==> src/rtl/uart_tx.sv <==
// UART transmitter with a 4-entry byte FIFO, programmable bit period and LSB-first framing.
// Define UART_TX_PARITY_EN to insert an even-parity bit between the data bits and the stop bit.
module uart_tx (
  input  logic        clk,
  input  logic        reset,
  input  logic        tx_en,
  input  logic        wr_en,
  input  logic [7:0]  wr_data,
  input  logic [31:0] clk_count_bit,
  output logic        tx,
  output logic        full,
  output logic        busy,
  output logic        end_flag
);

`ifdef UART_TX_PARITY_EN
  typedef enum logic [2:0] {IDLE, START, DATA, PARITY, STOP} state_t;
`else
  typedef enum logic [2:0] {IDLE, START, DATA, STOP} state_t;
`endif

  state_t      state_q, state_d;
  logic [31:0] cnt_q, cnt_d;
  logic [2:0]  bit_idx_q, bit_idx_d;
  logic [7:0]  data_q, data_d;
  logic        tx_q, tx_d;
  logic        end_flag_q, end_flag_d;

  logic [7:0]  mem_q [4];
  logic [7:0]  mem_d [4];
  logic [1:0]  wr_ptr_q, wr_ptr_d;
  logic [1:0]  rd_ptr_q, rd_ptr_d;
  logic [2:0]  count_q, count_d;

  logic [31:0] period;
  logic        bit_done;
  logic        push;
  logic        pop;
  logic        can_start;

  // A period of 0 or 1 both mean one clock per bit.
  assign period    = (clk_count_bit <= 32'd1) ? 32'd1 : clk_count_bit;
  assign bit_done  = (cnt_q == period - 32'd1);
  assign push      = wr_en && (count_q != 3'd4);
  assign can_start = tx_en && (count_q != 3'd0);

  always_comb begin
    state_d    = state_q;
    cnt_d      = cnt_q + 32'd1;
    bit_idx_d  = bit_idx_q;
    data_d     = data_q;
    end_flag_d = 1'b0;
    pop        = 1'b0;
    case (state_q)
      IDLE: begin
        cnt_d = 32'd0;
        if (can_start) begin
          pop     = 1'b1;
          data_d  = mem_q[rd_ptr_q];
          state_d = START;
        end
      end
      START: begin
        if (bit_done) begin
          cnt_d     = 32'd0;
          bit_idx_d = 3'd0;
          state_d   = DATA;
        end
      end
      DATA: begin
        if (bit_done) begin
          cnt_d     = 32'd0;
          bit_idx_d = bit_idx_q + 3'd1;
          if (bit_idx_q == 3'd7) begin
`ifdef UART_TX_PARITY_EN
            state_d = PARITY;
`else
            state_d = STOP;
`endif
          end
        end
      end
`ifdef UART_TX_PARITY_EN
      PARITY: begin
        if (bit_done) begin
          cnt_d   = 32'd0;
          state_d = STOP;
        end
      end
`endif
      STOP: begin
        if (bit_done) begin
          cnt_d      = 32'd0;
          end_flag_d = 1'b1;
          bit_idx_d  = 3'd0;
          // Chain straight into the next frame when more data is waiting.
          if (can_start) begin
            pop     = 1'b1;
            data_d  = mem_q[rd_ptr_q];
            state_d = START;
          end else begin
            state_d = IDLE;
          end
        end
      end
      default: begin
        cnt_d   = 32'd0;
        state_d = IDLE;
      end
    endcase

    // The line is registered, so it is driven from where the FSM is heading.
    case (state_d)
      START:   tx_d = 1'b0;
      DATA:    tx_d = data_d[bit_idx_d];
`ifdef UART_TX_PARITY_EN
      PARITY:  tx_d = ^data_d;
`endif
      default: tx_d = 1'b1;
    endcase
  end

  always_comb begin
    mem_d    = mem_q;
    wr_ptr_d = wr_ptr_q;
    rd_ptr_d = rd_ptr_q;
    if (push) begin
      mem_d[wr_ptr_q] = wr_data;
      wr_ptr_d        = wr_ptr_q + 2'd1;
    end
    if (pop) begin
      rd_ptr_d = rd_ptr_q + 2'd1;
    end
    count_d = count_q + {2'b00, push} - {2'b00, pop};
  end

  always_ff @(posedge clk) begin
    if (reset) begin
      state_q    <= IDLE;
      cnt_q      <= 32'd0;
      bit_idx_q  <= 3'd0;
      data_q     <= 8'd0;
      tx_q       <= 1'b1;
      end_flag_q <= 1'b0;
      wr_ptr_q   <= 2'd0;
      rd_ptr_q   <= 2'd0;
      count_q    <= 3'd0;
      for (int i = 0; i < 4; i++) begin
        mem_q[i] <= 8'd0;
      end
    end else begin
      state_q    <= state_d;
      cnt_q      <= cnt_d;
      bit_idx_q  <= bit_idx_d;
      data_q     <= data_d;
      tx_q       <= tx_d;
      end_flag_q <= end_flag_d;
      wr_ptr_q   <= wr_ptr_d;
      rd_ptr_q   <= rd_ptr_d;
      count_q    <= count_d;
      for (int i = 0; i < 4; i++) begin
        mem_q[i] <= mem_d[i];
      end
    end
  end

  assign tx       = tx_q;
  assign full     = (count_q == 3'd4);
  assign busy     = (state_q != IDLE);
  assign end_flag = end_flag_q;

endmodule

==> config.mk <==
export PLATFORM = sky130hd
export DESIGN_NAME = uart_tx
export DESIGN_NICKNAME = d
export VERILOG_FILES = /design/src/rtl/uart_tx.sv
export SDC_FILE = /design/constraint.sdc
export NUM_CORES = 1
export LEC_CHECK = 0
export ABC_AREA = 1
export CAP_MARGIN = 10
export CORE_MARGIN = 2
export CORE_UTILIZATION = 30
export CTS_CLUSTER_DIAMETER = 100
export DETAILED_ROUTE_END_ITERATION = 12
export PLACE_DENSITY = 0.48
export SETUP_SLACK_MARGIN = 0.15
export SYNTH_ARGS = -nofsm -noshare
export SYNTH_HDL_FRONTEND = slang
export SYNTH_SLANG_ARGS = --single-unit
==> constraint.sdc <==
create_clock -name clk -period 3.7 [get_ports clk]
set_clock_uncertainty 0.15 [all_clocks]
set_input_delay 0.37 -clock clk [delete_from_list [all_inputs] [get_ports clk]]
set_output_delay 0.37 -clock clk [all_outputs]
set_load 0.02 [all_outputs]
Word level (Yosys, flattened, before mapping)
Index checks and enable logic that the tools add are counted.
{"block": "totals", "reg_bits": 87, "out_inout_bits": 4, "input_bits": 44}
{"block": "classes", "reduce_logical": 10, "order_cmp": 5, "n_eq_ne": 9, "n_mux": 27, "n_addsub": 7, "n_bitwise": 4}
{"cell": "$mux W8", "n": 5}
{"cell": "$add A32 B1 Y32 const B", "n": 1}
{"cell": "$bwmux W32", "n": 1}
{"cell": "$eq A32 B32 Y1", "n": 1}
{"cell": "$le A32 B1 Y1 const B", "n": 1}
{"cell": "$mux W32", "n": 1}
{"cell": "$sub A32 B1 Y32 const B", "n": 1}
{"cell": "$mux W3", "n": 7}
{"cell": "$bmux W8 S2", "n": 1}
{"cell": "$demux W8 S2", "n": 1}
{"cell": "$pmux W8 S2", "n": 1}
{"cell": "$pmux W3 S4", "n": 1}
{"cell": "$eq A3 B2 Y1 const B", "n": 3}
{"cell": "$eq A3 B1 Y1 const B", "n": 2}
{"cell": "$eq A3 B3 Y1 const B", "n": 2}
{"cell": "$ge A3 B3 Y1 const B", "n": 2}
{"cell": "$not A2 Y3", "n": 2}
{"cell": "$pmux W3 S2", "n": 1}
{"cell": "$reduce_bool A3 Y1", "n": 2}
{"cell": "$reduce_or A3 Y1", "n": 2}
{"cell": "$mux W1", "n": 5}
{"cell": "$add A2 B1 Y2 const B", "n": 2}
{"cell": "$lt A3 B4 Y1 const B", "n": 1}
{"cell": "$pmux W1 S2", "n": 2}
{"cell": "other kinds (10)", "n": 14}

Logic depth before layout (Yosys ltp)
Gate-level depths: netlist of run 1.
{"block": "depth", "ltp_word": 10, "ltp_mapped": 29, "depth_no_buf": 29}

Least setup slack after synthesis of run 1
No wires, ideal clock.
{"block": "synth_timing", "kind": "input -> register", "startpoint": "input port clk_count_bit[1]", "endpoint": "register count_q[2]", "n_path_buf": 0, "t_required_ps": 3422, "setup_ps": 128, "path_stages": 27, "slack_ps": -151, "t_arrival_ps": 3574, "path_cell_list": "nor2_2 nand2_1 nor2_1 nand2_2 nor2_4 nor2_8 ha_1 nand3_4 nor2_8 nand2_4 nor2_2 xor2_1 or2_1 nand2_1 clkinv_1 nand4_2 nor2_4 nand3_4 nand2_4 nand2_2 nor2_2 ha_1 inv_1 ha_1 fa_1 xnor2_1 nor2_1"}
{"block": "synth_between", "elab_chain_len": 7}
{"element": "start: declaration", "line_no": "9", "source": "input logic [31:0] clk_count_bit,"}
{"element": "$le A32 B1 Y1", "line_no": "42", "source": "assign period = (clk_count_bit <= 32'd1) ? 32'd1 : clk_count_bit;"}
{"element": "$mux W32 *", "line_no": "42"}
{"element": "$sub A32 B1 Y32 *", "line_no": "43", "source": "assign bit_done = (cnt_q == period - 32'd1);"}
{"element": "$eq A32 B32 Y1 *", "line_no": "43"}
{"element": "$mux W1 *", "line_no": "92", "source": "if (bit_done) begin"}
{"element": "$pmux W1 S2 *", "line_no": "54", "source": "case (state_q)"}
{"element": "via pop", "line_no": "38", "source": "logic pop;"}
{"element": "$sub A3 B1 Y3 *", "line_no": "134", "source": "count_d = count_q + {2'b00, push} - {2'b00, pop};"}
{"element": "end signal: assignment", "line_no": "160", "source": "count_q <= count_d;"}
{"element": "end: declaration", "line_no": "33", "source": "logic [2:0] count_q, count_d;"}
The timed path passes the listed nets; every way through them passes the cells marked *.
A chain may end at the register's enable or synchronous reset.

Worst setup path in the final report of run 1
{"block": "layout_timing", "startpoint": "input port clk_count_bit[4]", "endpoint": "register end_flag_q, in the netlist end_flag"}
{"block": "layout_between", "elab_chain_len": 5}
{"element": "$le A32 B1 Y1", "line_no": "42"}
{"element": "$mux W32 *", "line_no": "42"}
{"element": "$sub A32 B1 Y32 *", "line_no": "43"}
{"element": "$eq A32 B32 Y1 *", "line_no": "43"}
{"element": "$mux W1 *", "line_no": "92"}
{"element": "end signal: assignment", "line_no": "157", "source": "end_flag_q <= end_flag_d;"}
{"element": "end: declaration", "line_no": "27", "source": "logic end_flag_q, end_flag_d;"}
Every way passes the cells marked *; elsewhere a longest branch is shown, timed or not.

==> results of run 1 <==
==> stage by stage <==
step	std cells	power, mW	util [%]	TNS (ns)
2_1_floorplan	945	1.484	-	0
3_3_place_gp	1354	1.777	38.67	-11.69
3_5_place_dp	1354	1.775	38.67	-12.82
4_1_cts	1419	2.744	42.84	0
5_1_grt	1423	2.921	44.16	-0.2768
6_report	1423	2.747	44.16	0
==> placed cells by master, fill, tap and decap left out, types with 3 or more instances in the layout <==
cell               n
nor3b_1           11
a22oi_1            6
buf_6             18
ha_4               4
buf_2             15
nor2_1            70
or2_2              4
xor2_2             7
nand2_1          219
nand2_2           19
nand3_4            5
nor3_2             3
nand3_1           71
nand3_2           22
clkdlybuf4s50_1   15
or2_4              5
buf_8              3
buf_4            161
inv_2             13
ha_1               7
xor2_1            22
nor4_1             3
nor2_4            26
or2_1              3
a21oi_1           67
nor3_1            15
clkbuf_16          9
nor2_2            24
o21ai_0           27
nand4_1           22
dfxtp_1           86
xnor2_1           10
inv_1            107
nand2_4            6
==> where the power goes <==
part	internal (mW)	total, mW	switching [mW]
logic	0.345	0.793	0.448
registers	1.00	1.04	0.0409
clock network	0.477	0.910	0.434
==> cell type report <==
type,instances,area [sq um]
Clock buffer,9,225.2
Clock inverter,7,72.57
Fill cell,2099,11230
Inverter,124,469.2
Multi-Input combinational cell,712,4320
Sequential cell,87,1743
Tap cell,270,337.8
Timing Repair Buffer,214,1710
==> registers in the layout (all words and copies together) (netlist names) <==
signal	flops
bit_idx_q	3
cnt_q	32
count_q	3
data_q	8
end_flag	1
mem_q	32
rd_ptr_q	2
state_q	3
tx	1
wr_ptr_q	2
==> cells by family (layout without fill, tap and decap cells) <==
family | count (synthesis) | count (layout) | share of synthesized area (%)
AOI/OAI and AO/OA | 113 | 113 | 9.920
xor gates and xnor gates | 43 | 43 | 6.292
adders and majority gates | 12 | 12 | 2.582
buffers and inverters | 146 | 354 | 9.121
DFF | 87 | 87 | 28.53
other | 1 | 1 | 0.06143
and+or+nand+nor | 543 | 543 | 43.49
==> critical path, delay by kind of cell <==
family / cells / cell delay, ns
and+or+nand+nor: 17 / 1.91
buffers and inverters: 10 / 1.07
adders and majority gates: 1 / 0.18
xor gates and xnor gates: 1 / 0.17
==> worst paths after layout <==
path	end	slack (ns)	depth (start not counted)
setup / recovery	end_flag$_SDFF_PP0_	0.09	29
hold / removal	mem_q[19]$_SDFFE_PP0P_	0.30	2
setup reg to reg	end_flag$_SDFF_PP0_	0.54	18
hold reg to reg	mem_q[19]$_SDFFE_PP0P_	0.30	2
==> repair_timing <==
action                                  CTS  global route
setup buffers                            49             4
pin swaps                                54            49
gates resized for setup                 198            59
endpoints found under the setup margin   16             6
==> per-layer routing <==
layer / vias up / track usage [%] / part of all wire [%]
met4: 0 / 5.291 / 1.4
met2: 98 / 31.55 / 47
met3: 15 / 2.156 / 3.3
li1: 3445 / - / -
met1: 2930 / 24.68 / 48
met5: - / 0 / 0
==> PnR_summary.wiki, run 1 <==
{| class="wikitable"
! Metric !! Value
|-
| Cell occurring most often along the worst timing path || buf_6
|-
| Mapped Area || 0.006105 sq mm
|-
| Number of synthesized register bits || 87
|-
| Starting utilization of the core area || 30.36%
|-
| Reported leakage power || 3.823 nW
|-
| Mean instance size in the synthesized netlist || 6.460 sq um
|-
| Worst flop-to-flop path startpoint || cnt_q[5]$_SDFF_PP0_
|-
| Count of warnings emitted by yosys || 0
|-
| Largest net degree at the start of global routing || 40
|-
| Post-synthesis sequential area ratio || 28.53%
|-
| Worst Setup End Kind || flip-flop
|-
| Post-synthesis async set-or-reset flop share || 0%
|-
| Global-route wire length before repair || 32.00 mm
|-
| Path type of the worst setup path || input pin to flip-flop
|-
| I/O pins || 48
|-
| Std cell rows || 52
|-
| Top post-synthesis cells by count || nand2_1, inv_1, nor2_1
|-
| H-tree depth reported by CTS || 3
|-
| Post-synth EDFFs || 0
|-
| Skew-Pair Late Insertion Delay || 0.35 ns
|-
| Hold WS || 0.3019 ns
|-
| Vias per cell || 4.559
|-
| Vias in the first global route || 6,426
|-
| Outcome || finished, final reports clean
|-
| Slowest cell delay on critical path || 0.22 ns
|-
| Max Fclk || 0.2771 GHz
|-
| Die Span X || 146.7 um
|-
| Post-place setup slack || -0.8911 ns
|-
| Post-synthesis instance total || 945
|-
| Hold buffer count at CTS || 0
|-
| Floorplan Core Area || 0.02010 sq mm
|-
| Cell type contributing the most total cell area after synthesis || dfxtp_1
|-
| Layout overhead on the synthesized area || 45.44%
|-
| DIE AREA || 0.02151 sq mm
|-
| Count of endpoints failing setup in the final report || 0
|-
| Post-detailed-routing wire length || 19.53 mm
|-
| Instance area at placement || 0.007775 sq mm
|-
| Reg clk slew, reported paths || 0.07 ns
|-
| Relative slew slack || 44.20%
|-
| Number of inserted diodes || 0
|-
| Clock Root Buffer || clkbuf_16
|-
| Synthesized Nets || 1,001
|-
| Worst vdd rail ir drop || 0.2284 mV
|-
| Final cell area excluding filler cells || 0.008879 sq mm
|-
| Post-route clock period utilization || 97.54%
|-
| Clock sink count || 87
|-
| Worst Hold Launch || mem_q[19]$_SDFFE_PP0P_
|-
| Number of iterations in the first detailed-routing pass || 6
|-
| Type of the tightest min-delay check || flip-flop to flip-flop
|-
| Drt initial violations || 256
|-
| Worst setup path start || clk_count_bit[4]
|-
| Num CTS Buffers || 9
|-
| Synth top area cells || dfxtp_1, nand2_1, nand3_1
|-
| Post-detailed-placement half-perimeter wirelength || 14.80 mm
|-
| Routed wirelength normalized by instance count || 13.73 um
|-
| TritonCTS clock tree || built
|-
| Primary FF master, synth || dfxtp_1
|-
| Total track usage || 18.51%
|-
| Maximum buffer depth of the clock tree || 2
|-
| Die height || 146.7 um
|-
| Period minus WS final || 3.609 ns
|-
| Remaining design rule violation count || 0
|-
| Via count || 6,488
|-
| Crit path required time || 3.84 ns
|-
| Fraction of layout cells with a size suffix above 1 || 32.52%
|-
| Initial antenna violation count || 0
|-
| Placer's final routability congestion estimate || 0.8811
|-
| Final Net Count || 1,204
|-
| Transition time at the pin with the least slew margin || 0.8294 ns
|-
| Global route total overflow || 0
|-
| Proportion of netlist area held by the largest area contributor || 28.53%
|-
| Post-synthesis cell type count || 49
|-
| Slew Viols, Final || 0
|-
| Kind of start point of the critical path || input pin
|-
| Hold Fails Final Rpt || 0
|-
| MaxCap Viol Count || 0
|-
| Worst path slowest cell || nor3_2
|-
| Highest fanout seen on the critical path || 6
|-
| Unrepaired setup endpoints after global routing || true
|-
| Number of port buffers || 47
|-
| Pwr per Cell Area || 309.4 mW/mm^2
|-
| Most common cell in the netlist || nand2_1
|-
| Final critical-path setup slack || 0.09100 ns
|-
| Critical path data arrival time || 3.75 ns
|-
| DRT antenna net count || 0
|}
Note: power is estimated with default switching activity, not from simulation.
==> run 2, diff against run 1 <==
--- a/config.mk
+++ b/config.mk
@@ -8,10 +8,10 @@
 export ABC_AREA = 1
 export CAP_MARGIN = 10
 export CORE_MARGIN = 2
-export CORE_UTILIZATION = 30
+export CORE_UTILIZATION = 35
 export CTS_CLUSTER_DIAMETER = 100
 export DETAILED_ROUTE_END_ITERATION = 12
-export PLACE_DENSITY = 0.48
+export PLACE_DENSITY = 0.54
 export SETUP_SLACK_MARGIN = 0.15
 export SYNTH_ARGS = -nofsm -noshare
 export SYNTH_HDL_FRONTEND = slang
==> run 2 against run 1 <==
  * Core utilization grew 5.1 points
  * Critical path depth grew 1
  * Die area shrank 14%
  * Maximum frequency shrank 1.2%
  * Worst setup slack lost 0.043 ns
  * Count of clock-buffer cells in the layout is the same
  * Flip-flop and latch count is the same
  * Wire length shrank 2.1%
  * Total power shrank 1.6%
  * Highest routed layer unchanged
==> PnR_summary.wiki, run 2 (same netlist as run 1, synthesis figures left out) <==
{| class="wikitable"
! Metric !! Value
|-
| Maximum buffer depth of the clock tree || 2 (unchanged)
|-
| Routed wirelength normalized by instance count || 14.17 um (+3.2%)
|-
| Hold Fails Final Rpt || 0 (unchanged)
|-
| Worst vdd rail ir drop || 0.3099 mV (+36%)
|-
| Count of endpoints failing setup in the final report || 0 (unchanged)
|-
| Capturing instance or port of the critical path || tx$_SDFF_PP1_
|-
| Starting utilization of the core area || 35.54% (+5.2 points)
|-
| Total power after layout || 2.703 mW (-1.6%)
|-
| Std cell rows || 48 (-7.7%)
|-
| DRT antenna net count || 0 (unchanged)
|-
| Period minus WS final || 3.652 ns (+0.04275 ns)
|-
| Vias in the first global route || 6,258 (-2.6%)
|-
| Slowest cell delay on critical path || 0.28 ns (+0.06 ns)
|-
| Setup tns final || 0 ns (unchanged)
|-
| Path depth of the worst reg2reg path || 18 (unchanged)
|-
| Critical path data arrival time || 3.75 ns (about the same)
|-
| I/O pins || 48 (unchanged)
|-
| Number of port buffers || 47 (unchanged)
|-
| Part of the power in the clock network || 32.2% (-0.9 points)
|-
| Max Fclk || 0.2738 GHz (-1.2%)
|-
| Global-route wire length before repair || 31.30 mm (-2.2%)
|-
| Post-detailed-placement half-perimeter wirelength || 14.58 mm (-1.5%)
|-
| Post-detailed-routing wire length || 19.12 mm (-2.1%)
|-
| Comb power frac || 29.2% (+0.3 points)
|-
| Fraction of layout cells with a size suffix above 1 || 29.80% (-2.7 points)
|-
| Final Net Count || 1,175 (-2.4%)
|-
| Reg-to-reg setup timing slack || 0.51 ns (-0.03 ns)
|-
| Post-route clock period utilization || 98.70% (+1.2 points)
|-
| Highest fanout seen on the critical path || 6 (unchanged)
|-
| Remaining design rule violation count || 0 (unchanged)
|-
| Kind of start point of the critical path || input pin
|-
| TritonCTS clock tree || built
|-
| Worst Setup End Kind || flip-flop
|-
| Layout overhead on the synthesized area || 38.64%
|-
| Total track usage || 21.30% (+2.8 points)
|-
| Final cell area excluding filler cells || 0.008463 sq mm (-4.7%)
|-
| H-tree depth reported by CTS || 3 (unchanged)
|-
| Vias per cell || 4.815 (+5.6%)
|-
| Largest net degree at the start of global routing || 40 (unchanged)
|-
| Crit path required time || 3.80 ns (-0.04 ns)
|-
| Outcome || finished, final reports clean
|-
| Unrepaired setup endpoints after global routing || true
|-
| Reported leakage power || 3.642 nW (-4.7%)
|-
| Floorplan Core Area || 0.01718 sq mm (-15%)
|-
| Worst R2R End || cnt_q[30]$_SDFF_PP0_
|-
| Via count || 6,495 (+0.11%)
|-
| Net switching share of the total power || 33.26% (-0.34 points)
|-
| Initial antenna violation count || 0 (unchanged)
|-
| Number of iterations in the first detailed-routing pass || 5 (-1)
|-
| Sw Pwr || 899.0 uW (-2.6%)
|-
| Reg clk slew, reported paths || 0.07 ns (about the same)
|-
| Drt initial violations || 396 (+55%)
|-
| Path type of the worst setup path || input pin to flip-flop
|-
| Worst path slowest cell || ha_1
|-
| Number of inserted diodes || 0 (unchanged)
|-
| Relative slew slack || 50.56% (+6.4 points)
|-
| DIE AREA || 0.01851 sq mm (-14%)
|-
| MaxCap Viol Count || 0 (unchanged)
|-
| Die Span X || 136.1 um (-7.2%)
|-
| Pwr per Cell Area || 319.4 mW/mm^2 (+3.2%)
|-
| Clock sink count || 87 (unchanged)
|-
| Worst flop-to-flop path startpoint || cnt_q[0]$_SDFF_PP0_
|-
| Skew-Pair Late Insertion Delay || 0.35 ns (about the same)
|-
| Num CTS Buffers || 9 (unchanged)
|-
| Leading cell type in the layout, fill and taps excluded || nand2_1
|-
| Placer's final routability congestion estimate || 0.9484 (+7.6%)
|-
| Type of the tightest min-delay check || flip-flop to flip-flop
|-
| Cell occurring most often along the worst timing path || nand3_2
|-
| Final cell utilization of the core || 49.27% (+5.1 points)
|-
| Sequential cell fraction of total power || 38.6% (+0.6 points)
|-
| Instance area at placement || 0.007641 sq mm (-1.7%)
|-
| Internal power || 1.804 mW (-1.1%)
|-
| Die height || 136.1 um (-7.2%)
|-
| Top Registers || cnt_q x32, mem_q x32, data_q x8
|-
| Slew Viols, Final || 0 (unchanged)
|-
| Clock Root Buffer || clkbuf_16
|-
| Global route total overflow || 0 (unchanged)
|-
| Transition time at the pin with the least slew margin || 0.7348 ns (-0.09453 ns)
|-
| Worst setup path start || clk_count_bit[24]
|-
| Commonest cells after routing, fill and taps aside || nand2_1, buf_4, inv_1, dfxtp_1, nor2_1
|}
==> run 2: cell types whose count changed in the layout (fill, tap and decap cells not counted), sizes merged <==
cell           before  now
clkbuf              9   13
clkinvlp            1    0
inv               125  123
clkinv              5    8
buf               198  164
clkdlybuf4s15       0    1
==> run 2: metal layers <==
metal | share of wire [%] | global-route usage (%) | vias up | routed length [um]
met2 | 45 | 34.37 | 141 | 8645
li1 | - | - | 3396 | -
met5 | 0 | 0 | - | 0
met3 | 4.1 | 3.281 | 38 | 782
met1 | 48 | 29.09 | 2920 | 9188
met4 | 2.6 | 6.829 | 0 | 499
==> run 2: worst min path at each step <==
| stage | start | to | slack, ns | cells after the start |
|---|---|---|---|---|
| 2_1_floorplan | mem_q[25]$_SDFFE_PP0P_ | mem_q[25]$_SDFFE_PP0P_ | 0.28 | 2 |
| 3_3_place_gp | mem_q[28]$_SDFFE_PP0P_ | mem_q[28]$_SDFFE_PP0P_ | 0.29 | 2 |
| 3_5_place_dp | mem_q[28]$_SDFFE_PP0P_ | mem_q[28]$_SDFFE_PP0P_ | 0.30 | 2 |
| 4_1_cts | mem_q[28]$_SDFFE_PP0P_ | mem_q[28]$_SDFFE_PP0P_ | 0.31 | 2 |
| 5_1_grt | mem_q[23]$_SDFFE_PP0P_ | mem_q[23]$_SDFFE_PP0P_ | 0.32 | 2 |
| 6_report | mem_q[25]$_SDFFE_PP0P_ | mem_q[25]$_SDFFE_PP0P_ | 0.30 | 2 |
==> run 2: layout make-up <==
cell class	instances	area, sq um
fill	1797	8713
multi-input combinational	712	4248
sequential	87	1742
timing repair buffer	185	1439
inverter	124	471.7
tap	225	281.5
clock buffer	9	225.2
clock inverter	7	56.30
==> run 2: critical path, delay by kind of cell <==
kind                       cells  cell delay (ns)
and+or+nand+nor               22             2.18
adders and majority gates      2             0.44
buffers and inverters          4             0.54
xor gates and xnor gates       1             0.16
AOI/OAI and AO/OA              1             0.05
==> run 2: timing repair <==
| action | in CTS | in global routing |
|---|---|---|
| hold buffers | 0 | 0 |
| pin swaps | 51 | 45 |
| setup buffers | 26 | 10 |
| setup endpoints to repair | 11 | 7 |
| cloned | 0 | 0 |
| resized for setup | 169 | 52 |
==> run 2: power groups by stage <==
stage | clock (mW) | sequential, mW | combinational, mW
after global routing | 0.929 | 1.05 | 0.876
after detailed placement | 0 | 1.06 | 0.707
after floorplan | 0 | 1.06 | 0.428
after global placement | 0 | 1.06 | 0.711
final | 0.871 | 1.04 | 0.788
after CTS | 0.886 | 1.04 | 0.747
==> run 2: per-stage QoR <==
step           instances  setup WS [ns]  hold slack, ns
2_1_floorplan        945        0.03514          0.2787
3_3_place_gp        1297        -0.7976          0.2913
3_5_place_dp        1297        -0.8373          0.2974
4_1_cts             1339         0.1265          0.3067
5_1_grt             1349        -0.1961          0.3203
6_report            1349        0.04824          0.3046
